<file path="config.mk">
export PLATFORM = sky130hd
export DESIGN_NAME = t5_fetch
export DESIGN_NICKNAME = d
export VERILOG_FILES = /design/src/rtl/t5_fetch.sv
export SDC_FILE = /design/constraint.sdc
export NUM_CORES = 1
export LEC_CHECK = 0
export CAP_MARGIN = 5
export CELL_PAD_IN_SITES_DETAIL_PLACEMENT = 1
export CELL_PAD_IN_SITES_GLOBAL_PLACEMENT = 1
export CORE_MARGIN = 2
export CORE_UTILIZATION = 36
export CTS_CLUSTER_DIAMETER = 30
export DETAILED_ROUTE_END_ITERATION = 8
export PLACE_DENSITY_LB_ADDON = 0.3
export SYNTH_ARGS = -nofsm -noshare
export SYNTH_HDL_FRONTEND = slang
export SYNTH_SLANG_ARGS = --single-unit
</file>
<file path="constraint.sdc">
create_clock -name sclk -period 2.31 [get_ports sclk]
set_clock_uncertainty 0.15 [all_clocks]
set_input_delay 0.3465 -clock sclk [delete_from_list [all_inputs] [get_ports sclk]]
set_output_delay 0.3465 -clock sclk [all_outputs]
set_load 0.01 [all_outputs]
</file>
<file path="src/rtl/t5_fetch.sv">
// Instruction fetch stage: Wishbone classic instruction master, fetch PC,
// redirect handling and a single-entry output register feeding decode.
module t5_fetch #(
  parameter logic [31:0] RESET_PC = 32'h0000_0000,
  parameter logic [31:0] NOP_INS  = 32'h0000_0013
) (
  input  logic        sclk,
  input  logic        srst,
  input  logic        sena,
  input  logic        xbra,
  input  logic [31:0] xtgt,
  output logic [31:0] iwb_adr,
  output logic        iwb_cyc,
  output logic        iwb_stb,
  output logic [3:0]  iwb_sel,
  output logic        iwb_we,
  input  logic [31:0] iwb_dat,
  input  logic        iwb_ack,
  input  logic        iwb_err,
  output logic [31:0] fpc,
  output logic [31:0] fins,
  output logic        fvld,
  output logic        ferr
);

  typedef enum logic {IDLE, BUSY} state_t;

  localparam logic [31:0] PC0 = {RESET_PC[31:2], 2'b00};

  state_t      state_q, state_d;
  logic [31:0] adr_q, adr_d;
  logic [31:0] tgt_q, tgt_d;
  logic        kill_q, kill_d;
  logic [31:0] fpc_q, fpc_d;
  logic [31:0] fins_q, fins_d;
  logic        fvld_q, fvld_d;
  logic        ferr_q, ferr_d;

  logic        term;
  logic        free;
  logic        load;
  logic [31:0] xtgt_al;

  assign term    = iwb_ack | iwb_err;
  assign free    = ~fvld_q | sena;
  assign xtgt_al = {xtgt[31:2], 2'b00};

  always_comb begin
    state_d = state_q;
    adr_d   = adr_q;
    tgt_d   = tgt_q;
    kill_d  = kill_q;
    fpc_d   = fpc_q;
    fins_d  = fins_q;
    fvld_d  = fvld_q;
    ferr_d  = ferr_q;
    load    = 1'b0;

    case (state_q)
      IDLE: begin
        if (xbra) begin
          adr_d   = xtgt_al;
          state_d = BUSY;
        end else if (free) begin
          state_d = BUSY;
        end
      end
      BUSY: begin
        if (xbra) begin
          // An open cycle must finish, so a redirect without term is parked.
          if (term) begin
            adr_d  = xtgt_al;
            kill_d = 1'b0;
          end else begin
            kill_d = 1'b1;
            tgt_d  = xtgt_al;
          end
        end else if (term) begin
          if (kill_q) begin
            kill_d = 1'b0;
            adr_d  = tgt_q;
          end else if (free) begin
            load  = 1'b1;
            adr_d = adr_q + 32'd4;
          end else begin
            // No room for the data: drop it and refetch the same address later.
            state_d = IDLE;
          end
        end
      end
      default: state_d = IDLE;
    endcase

    if (load) begin
      fins_d = iwb_err ? 32'h0 : iwb_dat;
      fpc_d  = adr_q;
      ferr_d = iwb_err;
      fvld_d = 1'b1;
    end else if (xbra || (sena && fvld_q)) begin
      fins_d = NOP_INS;
      ferr_d = 1'b0;
      fvld_d = 1'b0;
    end
  end

  always_ff @(posedge sclk or negedge srst) begin
    if (!srst) begin
      state_q <= IDLE;
      adr_q   <= PC0;
      tgt_q   <= PC0;
      kill_q  <= 1'b0;
      fpc_q   <= PC0;
      fins_q  <= NOP_INS;
      fvld_q  <= 1'b0;
      ferr_q  <= 1'b0;
    end else begin
      state_q <= state_d;
      adr_q   <= adr_d;
      tgt_q   <= tgt_d;
      kill_q  <= kill_d;
      fpc_q   <= fpc_d;
      fins_q  <= fins_d;
      fvld_q  <= fvld_d;
      ferr_q  <= ferr_d;
    end
  end

  assign iwb_adr = adr_q;
  assign iwb_cyc = (state_q == BUSY);
  assign iwb_stb = iwb_cyc;
  assign iwb_sel = 4'hF;
  assign iwb_we  = 1'b0;
  assign fpc     = fpc_q;
  assign fins    = fins_q;
  assign fvld    = fvld_q;
  assign ferr    = ferr_q;

endmodule
</file>
# ---- Word level (Yosys, flattened, before mapping)
# Index checks and enable logic that the tools add are counted.
dict set report totals {
  regBits 130
  latchBits 0
  mem_bits_rw 0
  romBits 0
  in_bits 70
  out_inout_bits 105
  wordCells 50
  memories 0
}
dict set report op_classes {
  n_addsub 1
  n_mul 0
  n_div 0
  magnitude_cmp 0
  eq_ne 3
  shift 0
  n_mux 26
  bitwise_logic 5
  n_reduce_logical 7
}
# op n
set op_table {}
lappend op_table {{$mux W32} 9}
lappend op_table {{$pmux W32 S2} 1}
lappend op_table {{$add A32 B3 Y32 const B} 1}
lappend op_table {{$mux W1} 15}
lappend op_table {{$reduce_and A3 Y1} 2}
lappend op_table {{$ne A4 B2 Y1 const B} 1}
lappend op_table {{$reduce_bool A2 Y1} 2}
lappend op_table {{$not A1 Y1} 3}
lappend op_table {{$ne A2 B1 Y1 const B} 1}
lappend op_table {{$ne A2 B2 Y1 const B} 1}
lappend op_table {{$or A1 B1 Y1} 2}
lappend op_table {{$pmux W1 S2} 1}
lappend op_table {{$reduce_and A2 Y1} 1}
lappend op_table {{$logic_and A1 B1 Y1} 1}
lappend op_table {{$logic_or A1 B1 Y1} 1}

# ---- Depth between registers and ports, before layout
# Gate-level depths: netlist of run 1.
dict set report logic_depth {
  word_depth 8
  ltp_mapped 8
  mapped_depth_nobuf 6
}

# ---- Worst setup path after synthesis of run 1
# Ideal clock, no wire load.
dict set report synth_path {
  path_kind {reg2reg}
  from {register adr_q[2], in the netlist iwb_adr[2]}
  to {register adr_q[30], in the netlist iwb_adr[30]}
  setup_ps 131
  arrival_time_ps 1898
  required_ps 2029
  setup_slack_ps 132
  path_stages_with_launch 7
  path_buffers 0
  period_less_slack_ps 2178
  path_cell_list {dfrtp_1 ha_1 nand2_1 or3_4 or3_4 o311ai_2 a21oi_1}
}
dict set report synth_via {
  elab_chain_len 6
}
# item line_no
set synth_rtl {}
lappend synth_rtl {{start: declaration} 31} ;# logic [31:0] adr_q, adr_d;
lappend synth_rtl {{start signal: assignment} 118} ;# adr_q <= adr_d;
lappend synth_rtl {{$add A32 B3 Y32} 84} ;# adr_d = adr_q + 32'd4;
lappend synth_rtl {{$mux W32} 82} ;# end else if (free) begin
lappend synth_rtl {{$mux W32} 79} ;# if (kill_q) begin
lappend synth_rtl {{$mux W32} 78} ;# end else if (term) begin
lappend synth_rtl {{$mux W32} 69} ;# if (xbra) begin
lappend synth_rtl {{$pmux W32 S2} 59} ;# case (state_q)
# No other way between the ends. The select of a mux whose other input is x is not followed.
# A chain may end at the register's enable or synchronous reset.

# ---- Final worst setup path of run 1
# Ends and elaborated chain as after synthesis.

==> flow_summary.html, run 1 <==
<table>
<tr><th>Metric</th><th>Value</th></tr>
<tr><th colspan="2">Finish</th></tr>
<tr><td>Fillcell total</td><td>1748</td></tr>
<tr><td>Multi-input logic area</td><td>2559 um2</td></tr>
<tr><td>Fin nets</td><td>852</td></tr>
<tr><td>Antenna fix cells</td><td>0</td></tr>
<tr><td>Fraction of final layout cells with drive strength greater than 1</td><td>0.1587</td></tr>
<tr><td>Area taken by flip-flops and latches</td><td>3157 um2</td></tr>
<tr><td>Synthesis-to-finish area growth</td><td>47.12%</td></tr>
<tr><td>Final non-filler cell total</td><td>1010</td></tr>
<tr><th colspan="2">Critical path</th></tr>
<tr><td>Master of the slowest instance on the critical path</td><td>or3_4</td></tr>
<tr><td>Cell occurring most often along the worst timing path</td><td>or3_4</td></tr>
<tr><td>Cells traversed along the worst timing path</td><td>ha_1 &gt; nand2_2 &gt; or3_4 &gt; or3_4 &gt; o311ai_2 &gt; a21oi_1</td></tr>
<tr><td>Critical Path End Type</td><td>register</td></tr>
<tr><td>Type of element launching the critical path</td><td>register</td></tr>
<tr><td>Critical Setup Path Class</td><td>reg -&gt; reg</td></tr>
<tr><td>Crit path max fanout</td><td>5</td></tr>
<tr><td>Worst-case reg-to-reg path depth</td><td>6</td></tr>
<tr><td>Highest cell delay on the worst timing path</td><td>about 0.43 ns</td></tr>
<tr><td>Arrival time reported for the critical path endpoint</td><td>2.35 ns</td></tr>
<tr><td>Crit path required time</td><td>2.46 ns</td></tr>
<tr><th colspan="2">Detailed routing</th></tr>
<tr><td>Routed Wire Length</td><td>20.33 mm</td></tr>
<tr><td>DR top layer</td><td>met4</td></tr>
<tr><td>Met1 wire length</td><td>8.496 mm</td></tr>
<tr><td>DRT antenna net count</td><td>0</td></tr>
<tr><td>Vias</td><td>about 5400</td></tr>
<tr><td>Iter 0 DRT Violations</td><td>289</td></tr>
<tr><td>Routed met3 length</td><td>750 um</td></tr>
<tr><td>Post-detailed-route wirelength per cell</td><td>20.13 um</td></tr>
<tr><td>Via density per instance</td><td>roughly 5.3</td></tr>
<tr><td>Routed wl met2</td><td>10.75 mm</td></tr>
<tr><td>DRC</td><td>0</td></tr>
<tr><td>Pre-Repair DR Iteration Count</td><td>4</td></tr>
<tr><th colspan="2">Power</th></tr>
<tr><td>Max rail drop VDD</td><td>0.5497 mV</td></tr>
<tr><td>Pleak</td><td>roughly 3.8 nW</td></tr>
<tr><td>Power density of the placed cells</td><td>904.8 nW/um2</td></tr>
<tr><td>Overall power of the completed layout</td><td>7.907 mW</td></tr>
<tr><th colspan="2">Synthesis</th></tr>
<tr><td>Area contributors post-synth</td><td>dfrtp_1 (52%), nand2_1 (7.3%), mux2_2 (5.1%), a22o_1 (4.3%), a21oi_1 (2.9%)</td></tr>
<tr><td>Number of distinct library cells after synthesis</td><td>58</td></tr>
<tr><td>Post-synth top cells</td><td>dfrtp_1 (123), nand2_1 (115), a21oi_1 (35)</td></tr>
<tr><td>Post-synthesis sequential area ratio</td><td>0.5315</td></tr>
<tr><td>Syn Std Cell Area</td><td>just under 6000 um2</td></tr>
<tr><td>Count of state elements after synthesis</td><td>126</td></tr>
<tr><td>Most frequent cell after synthesis</td><td>dfrtp_1</td></tr>
<tr><td>Synthesis warning total</td><td>0</td></tr>
<tr><td>Fraction of synthesized cell area taken by the top area cell type</td><td>0.5182</td></tr>
<tr><td>Avg Synthesized Cell Area</td><td>10.03 um2</td></tr>
<tr><td>Fraction of registers with async set or reset after synthesis</td><td>1.000</td></tr>
<tr><td>Syn Inst Count</td><td>592</td></tr>
<tr><td>Post-synth top area cell</td><td>dfrtp_1</td></tr>
<tr><td>Most common flop cell mapped by yosys</td><td>dfrtp_1</td></tr>
<tr><td>Count of flip-flops with a built-in enable after synthesis</td><td>0</td></tr>
<tr><th colspan="2">GRT</th></tr>
<tr><td>Total Routing Usage GR</td><td>0.2378</td></tr>
<tr><td>Global route total overflow</td><td>0</td></tr>
<tr><td>Vias in the first global route</td><td>5931</td></tr>
<tr><td>Global-route wire length before repair</td><td>between 30 and 40 mm</td></tr>
<tr><td>Pin count of the biggest net entering global routing</td><td>64</td></tr>
<tr><td>Initial antenna violation count</td><td>0</td></tr>
<tr><th colspan="2">Timing</th></tr>
<tr><td>Final Max Slew Viols</td><td>0</td></tr>
<tr><td>Unrepaired setup endpoints after global routing</td><td>false</td></tr>
<tr><td>Slew @ Worst Pin</td><td>0.5329 ns</td></tr>
<tr><td>Final setup violating endpoints</td><td>0</td></tr>
<tr><td>Summed negative setup slack over all endpoints</td><td>0 ns</td></tr>
<tr><td>Min Tclk post-route</td><td>around 2.2 ns</td></tr>
<tr><td>Maximum clock frequency</td><td>roughly 0.46 GHz</td></tr>
<tr><td>Final-report hold violation count</td><td>0</td></tr>
<tr><td>Final worst-path cycle share</td><td>0.9494</td></tr>
<tr><td>Relative max-transition margin</td><td>0.6421</td></tr>
<tr><th colspan="2">Floorplanning</th></tr>
<tr><td>Die extent in x</td><td>roughly 130 um</td></tr>
<tr><td>Vertical die dimension</td><td>132.4 um</td></tr>
<tr><td>Boundary pin count</td><td>175</td></tr>
<tr><td>Overall die area</td><td>17540 um2</td></tr>
<tr><td>Total core area</td><td>about 16000 um2</td></tr>
<tr><td>Initial core utilization</td><td>0.3712</td></tr>
<tr><td>Count of standard-cell rows</td><td>46</td></tr>
<tr><th colspan="2">Place</th></tr>
<tr><td>DP HPWL</td><td>14.21 mm</td></tr>
<tr><td>IO Port Bufs</td><td>163</td></tr>
<tr><td>Cell count after placement</td><td>just under 1000</td></tr>
<tr><td>Weighted congestion at the end of routability-driven global placement</td><td>just under 0.9</td></tr>
<tr><th colspan="2">Worst hold path</th></tr>
<tr><td>Class of the tightest hold or removal check</td><td>in -&gt; async</td></tr>
<tr><th colspan="2">Clocking</th></tr>
<tr><td>Register clock-pin slew on the reported worst setup and hold paths</td><td>0.06 ns</td></tr>
<tr><td>Number of sinks driven by the clock tree</td><td>126</td></tr>
<tr><td>Number of buffers inserted during clock tree synthesis</td><td>17</td></tr>
<tr><td>Buffer levels on the longest clock path</td><td>2</td></tr>
<tr><td>Clock root buffer master</td><td>clkbuf_16</td></tr>
<tr><td>Total number of H-tree levels</td><td>4</td></tr>
<tr><td>Clock latency of the later-clocked register in the worst-skew pair</td><td>0.43 ns</td></tr>
<tr><td>Post-CTS Setup Bufs</td><td>0</td></tr>
<tr><td>TritonCTS clock tree</td><td>yes</td></tr>
<tr><th colspan="2">Run</th></tr>
<tr><td>Max-cap viol count</td><td>0</td></tr>
<tr><th colspan="2">Run status</th></tr>
<tr><td>Result of the run</td><td>finished clean</td></tr>
</table>
-- cell usage in the layout, fill, tap and decap left out, types with 8 or more instances in the layout --
cell / netlist / final
a21oi_1: 35 / 35
a22o_1: 29 / 29
and3_1: 12 / 12
buf_4: 10 / 46
clkbuf_16: 0 / 17
clkdlybuf4s50_1: 0 / 162
conb_1: 2 / 9
dfrtp_1: 123 / 123
inv_1: 8 / 8
mux2_2: 27 / 27
nand2_1: 115 / 114
nand2b_1: 8 / 8
nand3_1: 17 / 17
nor2_1: 23 / 21
o21ai_0: 32 / 32
xnor2_1: 11 / 11
-- final timing paths --
check,startpoint,endpoint,slack (ns)
setup reg to reg,iwb_adr[2]$_DFFE_PN0P_,iwb_adr[30]$_DFFE_PN0P_,0.12
max in group asynchronous,srst,fins[0]$_DFFE_PN1P_,1.04
min in group sclk,iwb_dat[1],fins[1]$_DFFE_PN1P_,0.29
hold reg to reg,fpc[13]$_DFFE_PN0P_,fpc[13]$_DFFE_PN0P_,0.32
hold / removal,srst,fpc[4]$_DFFE_PN0P_,0.25
setup / recovery,iwb_adr[2]$_DFFE_PN0P_,iwb_adr[30]$_DFFE_PN0P_,0.12
-- sequential cells by signal, indices dropped and copies added (netlist names) --
| signal | flops |
|---|---|
| fins | 32 |
| fpc | 30 |
| iwb_adr | 30 |
| tgt_q | 30 |
| ferr | 1 |
| fvld | 1 |
| iwb_cyc | 1 |
| kill_q | 1 |
-- cells by family after synthesis --
family	Yosys count	share of synthesized area
fa+ha+maj	1	0.002106
other cells	2	0.001264
simple gates	214	0.1730
xor+xnor	16	0.02359
mux	34	0.06299
buf+inv	61	0.04698
compound gates	138	0.1586
flops	126	0.5315
-- repair_timing --
item,CTS,global route
gates resized for setup,0,2
setup endpoints to repair,0,1
hold endpoints to repair,39,0
hold buffers,1,0
-- final cells by class --
cell class	count	share of cell area
Sequential cell	126	0.3613
Clock inverter	6	0.01203
Multi-Input combinational cell	412	0.2928
Timing Repair Buffer	216	0.2413
Inverter	8	0.003436
Clock buffer	26	0.05828
Tap cell	216	0.03093
-- where the power goes --
part           leakage (nW)  total [mW]  internal [mW]  switching (mW)
Combinational          1.90        2.18           1.14            1.04
Sequential             1.57        2.93           2.63           0.298
Clock                 0.304        2.80           1.83           0.964
-- worst max-delay path: cells and delay by family (launching register included) --
kind	cells	cell delay (ns)
flops	1	0.35
fa+ha+maj	1	0.22
simple gates	3	0.99
compound gates	2	0.36
-- metrics by stage --
step	worst slack, ns	hold slack (ns)	area [um2]	util
after detailed placement	-0.1767	0.1473	8108	0.5067
after global routing	0.03662	0.2924	8738	0.5461
after CTS	0.05804	0.2704	8732	0.5457
final	0.1169	0.2492	8738	0.5461
after global placement	-0.09946	0.1442	8108	0.5067
after floorplan	0.1317	-0.09909	5966	-
-- layer usage --
layer | global-route usage | up-vias
met5 | 0 | -
met4 | 0.08722 | 0
met3 | 0.04713 | 21
met2 | 0.4116 | 123
met1 | 0.2949 | 2782
li1 | - | 2457
Power figures use the tool's default switching activity.
==> run 2, diff against run 1 <==
--- a/config.mk
+++ b/config.mk
@@ -9,10 +9,11 @@
 export CELL_PAD_IN_SITES_DETAIL_PLACEMENT = 1
 export CELL_PAD_IN_SITES_GLOBAL_PLACEMENT = 1
 export CORE_MARGIN = 2
-export CORE_UTILIZATION = 36
+export CORE_UTILIZATION = 32
 export CTS_CLUSTER_DIAMETER = 30
 export DETAILED_ROUTE_END_ITERATION = 8
 export PLACE_DENSITY_LB_ADDON = 0.3
+export SKIP_LAST_GASP = 1
 export SYNTH_ARGS = -nofsm -noshare
 export SYNTH_HDL_FRONTEND = slang
 export SYNTH_SLANG_ARGS = --single-unit
==> constraint.sdc (replaced) <==
create_clock -name sclk -period 1.85 [get_ports sclk]
set_clock_uncertainty 0.15 [all_clocks]
set_input_delay 0.2775 -clock sclk [delete_from_list [all_inputs] [get_ports sclk]]
set_output_delay 0.2775 -clock sclk [all_outputs]
set_load 0.01 [all_outputs]
==> run 2 against run 1 <==
Effect of this change:
- the flow now finishes with violations (negative setup slack)
- power increased by 29%
- largest cell class unchanged
- clock power increased by 22%
- critical endpoint unchanged
- utilization decreased by 1.3 points
- combinational power increased by 45%
- global-route usage decreased by 1.1 points
- count of clock-buffer cells in the layout decreased by 9
- largest power group unchanged
- cell count increased by 7.1%
- first-iteration DRC count decreased by 17%
- maximum frequency increased by 7.1%
==> flow_summary.html, run 2 (same netlist as run 1, synthesis figures left out) <==
<table>
<tr><th>Metric</th><th>Value</th></tr>
<tr><th colspan="2">Run status</th></tr>
<tr><td>Result of the run</td><td>finished, violations left</td></tr>
<tr><td>Violations in the final reports</td><td>negative setup slack</td></tr>
<tr><th colspan="2">Critical path</th></tr>
<tr><td>Highest cell delay on the worst timing path</td><td>0.44 ns</td></tr>
<tr><td>Master of the slowest instance on the critical path</td><td>or3_4</td></tr>
<tr><td>Type of element launching the critical path</td><td>register</td></tr>
<tr><td>Cells traversed along the worst timing path</td><td>nand4_4 &gt; or3_4 &gt; or3_4 &gt; o311ai_2 &gt; a21oi_1</td></tr>
<tr><td>Reg2reg start</td><td>iwb_adr[7]$_DFFE_PN0P_</td></tr>
<tr><td>Cell occurring most often along the worst timing path</td><td>or3_4</td></tr>
<tr><td>Critical Setup Path Class</td><td>reg -&gt; reg</td></tr>
<tr><td>Worst-case reg-to-reg path depth</td><td>5</td></tr>
<tr><td>Crit path required time</td><td>around 2.0 ns</td></tr>
<tr><td>Critical Path End Type</td><td>register</td></tr>
<tr><td>Worst-case register-to-register setup slack</td><td>-0.20 ns</td></tr>
<tr><td>Crit path max fanout</td><td>5</td></tr>
<tr><td>Critical register-to-register path endpoint</td><td>iwb_adr[30]$_DFFE_PN0P_</td></tr>
<tr><td>Arrival time reported for the critical path endpoint</td><td>2.19 ns</td></tr>
<tr><th colspan="2">Detailed routing</th></tr>
<tr><td>Pre-Repair DR Iteration Count</td><td>4</td></tr>
<tr><td>Vias</td><td>5720</td></tr>
<tr><td>Via density per instance</td><td>~5.3</td></tr>
<tr><td>Routed Wire Length</td><td>about 23 mm</td></tr>
<tr><td>Iter 0 DRT Violations</td><td>about 240</td></tr>
<tr><td>DRC</td><td>0</td></tr>
<tr><td>Post-detailed-route wirelength per cell</td><td>21.11 um</td></tr>
<tr><td>DRT antenna net count</td><td>0</td></tr>
<tr><th colspan="2">Place</th></tr>
<tr><td>Setup WS pre-CTS</td><td>-0.7834 ns</td></tr>
<tr><td>IO Port Bufs</td><td>around 160</td></tr>
<tr><td>Weighted congestion at the end of routability-driven global placement</td><td>0.8196</td></tr>
<tr><td>Cell count after placement</td><td>~1000</td></tr>
<tr><td>DP HPWL</td><td>between 15 and 20 mm</td></tr>
<tr><td>Area after detailed placement</td><td>approximately 8400 um2</td></tr>
<tr><th colspan="2">Timing</th></tr>
<tr><td>Maximum clock frequency</td><td>~0.49 GHz</td></tr>
<tr><td>Final-report hold violation count</td><td>0</td></tr>
<tr><td>Min Tclk post-route</td><td>2.048 ns</td></tr>
<tr><td>Final worst-path cycle share</td><td>1.107</td></tr>
<tr><td>Unrepaired setup endpoints after global routing</td><td>true</td></tr>
<tr><td>Setup slack after layout</td><td>-0.1983 ns</td></tr>
<tr><td>Final setup violating endpoints</td><td>21</td></tr>
<tr><td>Final Max Slew Viols</td><td>0</td></tr>
<tr><th colspan="2">Finish</th></tr>
<tr><td>Fillcell total</td><td>just under 2000</td></tr>
<tr><td>Most common library cell in the layout ignoring fill and taps</td><td>clkdlybuf4s50_1</td></tr>
<tr><td>Commonest non-fill, non-tap cells in the layout</td><td>clkdlybuf4s50_1 (126), dfrtp_1 (117), nand2_1 (107)</td></tr>
<tr><td>Fraction of the core area covered by cells at the end of the flow</td><td>0.5329</td></tr>
<tr><td>Design area</td><td>just under 10000 um2</td></tr>
<tr><td>Largest register FFs</td><td>32</td></tr>
<tr><td>Fraction of final layout cells with drive strength greater than 1</td><td>0.2907</td></tr>
<tr><td>Area taken by flip-flops and latches</td><td>3164 um2</td></tr>
<tr><td>Synthesis-to-finish area growth</td><td>62.27%</td></tr>
<tr><td>Antenna fix cells</td><td>0</td></tr>
<tr><td>Fin nets</td><td>911</td></tr>
<tr><td>Final non-filler cell total</td><td>between 1000 and 1500</td></tr>
<tr><td>Multi-input logic area</td><td>2964 um2</td></tr>
<tr><th colspan="2">Power</th></tr>
<tr><td>Overall power of the completed layout</td><td>between 10 and 15 mW</td></tr>
<tr><td>Proportion of power drawn by flip-flops and latches</td><td>0.356</td></tr>
<tr><td>Power density of the placed cells</td><td>1060 nW/um2</td></tr>
<tr><td>Pleak</td><td>4.260 nW</td></tr>
<tr><td>Max rail drop VDD</td><td>between 0.6 and 0.7 mV</td></tr>
<tr><td>Combinational share of power</td><td>0.309</td></tr>
<tr><td>Cell internal pwr</td><td>around 7 mW</td></tr>
<tr><td>Net switching fraction of the power</td><td>0.3126</td></tr>
<tr><td>Clock share of power</td><td>0.335</td></tr>
<tr><td>Net switching power</td><td>3.195 mW</td></tr>
<tr><th colspan="2">Floorplanning</th></tr>
<tr><td>Boundary pin count</td><td>175</td></tr>
<tr><td>Total core area</td><td>18090 um2</td></tr>
<tr><td>Count of standard-cell rows</td><td>between 40 and 50</td></tr>
<tr><td>Overall die area</td><td>19670 um2</td></tr>
<tr><td>Initial core utilization</td><td>0.3284</td></tr>
<tr><td>Vertical die dimension</td><td>140.2 um</td></tr>
<tr><td>Die extent in x</td><td>around 140 um</td></tr>
<tr><th colspan="2">Clocking</th></tr>
<tr><td>Total number of H-tree levels</td><td>4</td></tr>
<tr><td>Buffer levels on the longest clock path</td><td>2</td></tr>
<tr><td>Clock latency of the later-clocked register in the worst-skew pair</td><td>0.42 ns</td></tr>
<tr><td>Register clock-pin slew on the reported worst setup and hold paths</td><td>0.06 ns</td></tr>
<tr><td>TritonCTS clock tree</td><td>yes</td></tr>
<tr><td>Number of buffers inserted during clock tree synthesis</td><td>17</td></tr>
<tr><td>Number of sinks driven by the clock tree</td><td>126</td></tr>
<tr><td>Clock root buffer master</td><td>clkbuf_16</td></tr>
<tr><th colspan="2">GRT</th></tr>
<tr><td>Total Routing Usage GR</td><td>0.2272</td></tr>
<tr><td>Global-route wire length before repair</td><td>34.71 mm</td></tr>
<tr><td>Global route total overflow</td><td>0</td></tr>
<tr><td>Vias in the first global route</td><td>6255</td></tr>
<tr><td>Initial antenna violation count</td><td>0</td></tr>
<tr><td>Pin count of the biggest net entering global routing</td><td>46</td></tr>
<tr><th colspan="2">Run</th></tr>
<tr><td>Max-cap viol count</td><td>0</td></tr>
<tr><th colspan="2">Worst hold path</th></tr>
<tr><td>Class of the tightest hold or removal check</td><td>in -&gt; async</td></tr>
</table>
==> run 2: cell count changes in the layout (fill, tap and decap cells not counted), moves of 7 or more <==
| cell | change |
|---|---|
| o21ai_1 | +9 |
| nand2_1 | -7 |
| and3_1 | -8 |
| and3_4 | +7 |
| buf_4 | +37 |
| a221oi_1 | -7 |
| buf_6 | +13 |
| dlygate4sd2_1 | +34 |
| clkdlybuf4s50_1 | -36 |
| o21ai_0 | -13 |
==> run 2: worst max path at each step <==
stage | startpoint | endpoint | slack (ns) | cells past startpoint
floorplan | iwb_adr[5]$_DFFE_PN0P_ | iwb_adr[30]$_DFFE_PN0P_ | -0.14 | 6
global placement | iwb_ack | fins[9]$_DFFE_PN0P_ | -0.68 | 5
detailed placement | iwb_ack | fins[15]$_DFFE_PN0P_ | -0.78 | 5
CTS | iwb_adr[12]$_DFFE_PN0P_ | iwb_adr[30]$_DFFE_PN0P_ | -0.16 | 5
global route | iwb_adr[12]$_DFFE_PN0P_ | iwb_adr[31]$_DFFE_PN0P_ | -0.26 | 8
finish | iwb_adr[7]$_DFFE_PN0P_ | iwb_adr[30]$_DFFE_PN0P_ | -0.20 | 5
==> run 2: area by class of cell <==
type,count,area share
sequential,126,0.3283
multi-input combinational,415,0.3075
timing repair buffer,272,0.2692
clock buffer,17,0.04414
tap,229,0.02973
clock inverter,15,0.01792
inverter,8,0.003116
==> run 2: worst max-delay path, delay by kind of cell (launching register included) <==
family	cells	cell delay [ns]
AND/OR/NAND/NOR	3	1.00
flip-flops	1	0.41
AO/OA/AOI/OAI	2	0.36
==> run 2: per-stage QoR <==
step | setup TNS, ns | hold WS, ns
2_1_floorplan | -0.9765 | -0.1681
3_3_place_gp | -50.74 | 0.08763
3_5_place_dp | -58.17 | 0.09105
4_1_cts | -2.468 | 0.2121
5_1_grt | -2.802 | 0.2444
6_report | -1.378 | 0.2266
==> run 2: timing repair <==
item | 4_1_cts | 5_1_grt
hold buffers | 1 | 0
gates resized for setup | 76 | 82
pin swaps | 11 | 29
cloned | 3 | 1
setup buffers | 10 | 10
endpoints found under the hold margin | 39 | 0
endpoints found under the setup margin | 110 | 78
==> run 2: routing by layer <==
metal	part of all wire	routed length (um)	track usage
met1	0.43	9758	0.2860
met2	0.50	11380	0.3842
met3	0.048	1107	0.04786
met4	0.026	586	0.08825
met5	0	0	0
==> run 2: power groups by stage <==
stage               registers (mW)  clock network [mW]  logic, mW
global route                  3.71                3.61       3.40
floorplan                     3.86                   0      0.959
finish                        3.64                3.42       3.16
detailed placement            3.65                   0       2.91
CTS                           3.62                3.47       2.96
global placement              3.62                   0       2.81
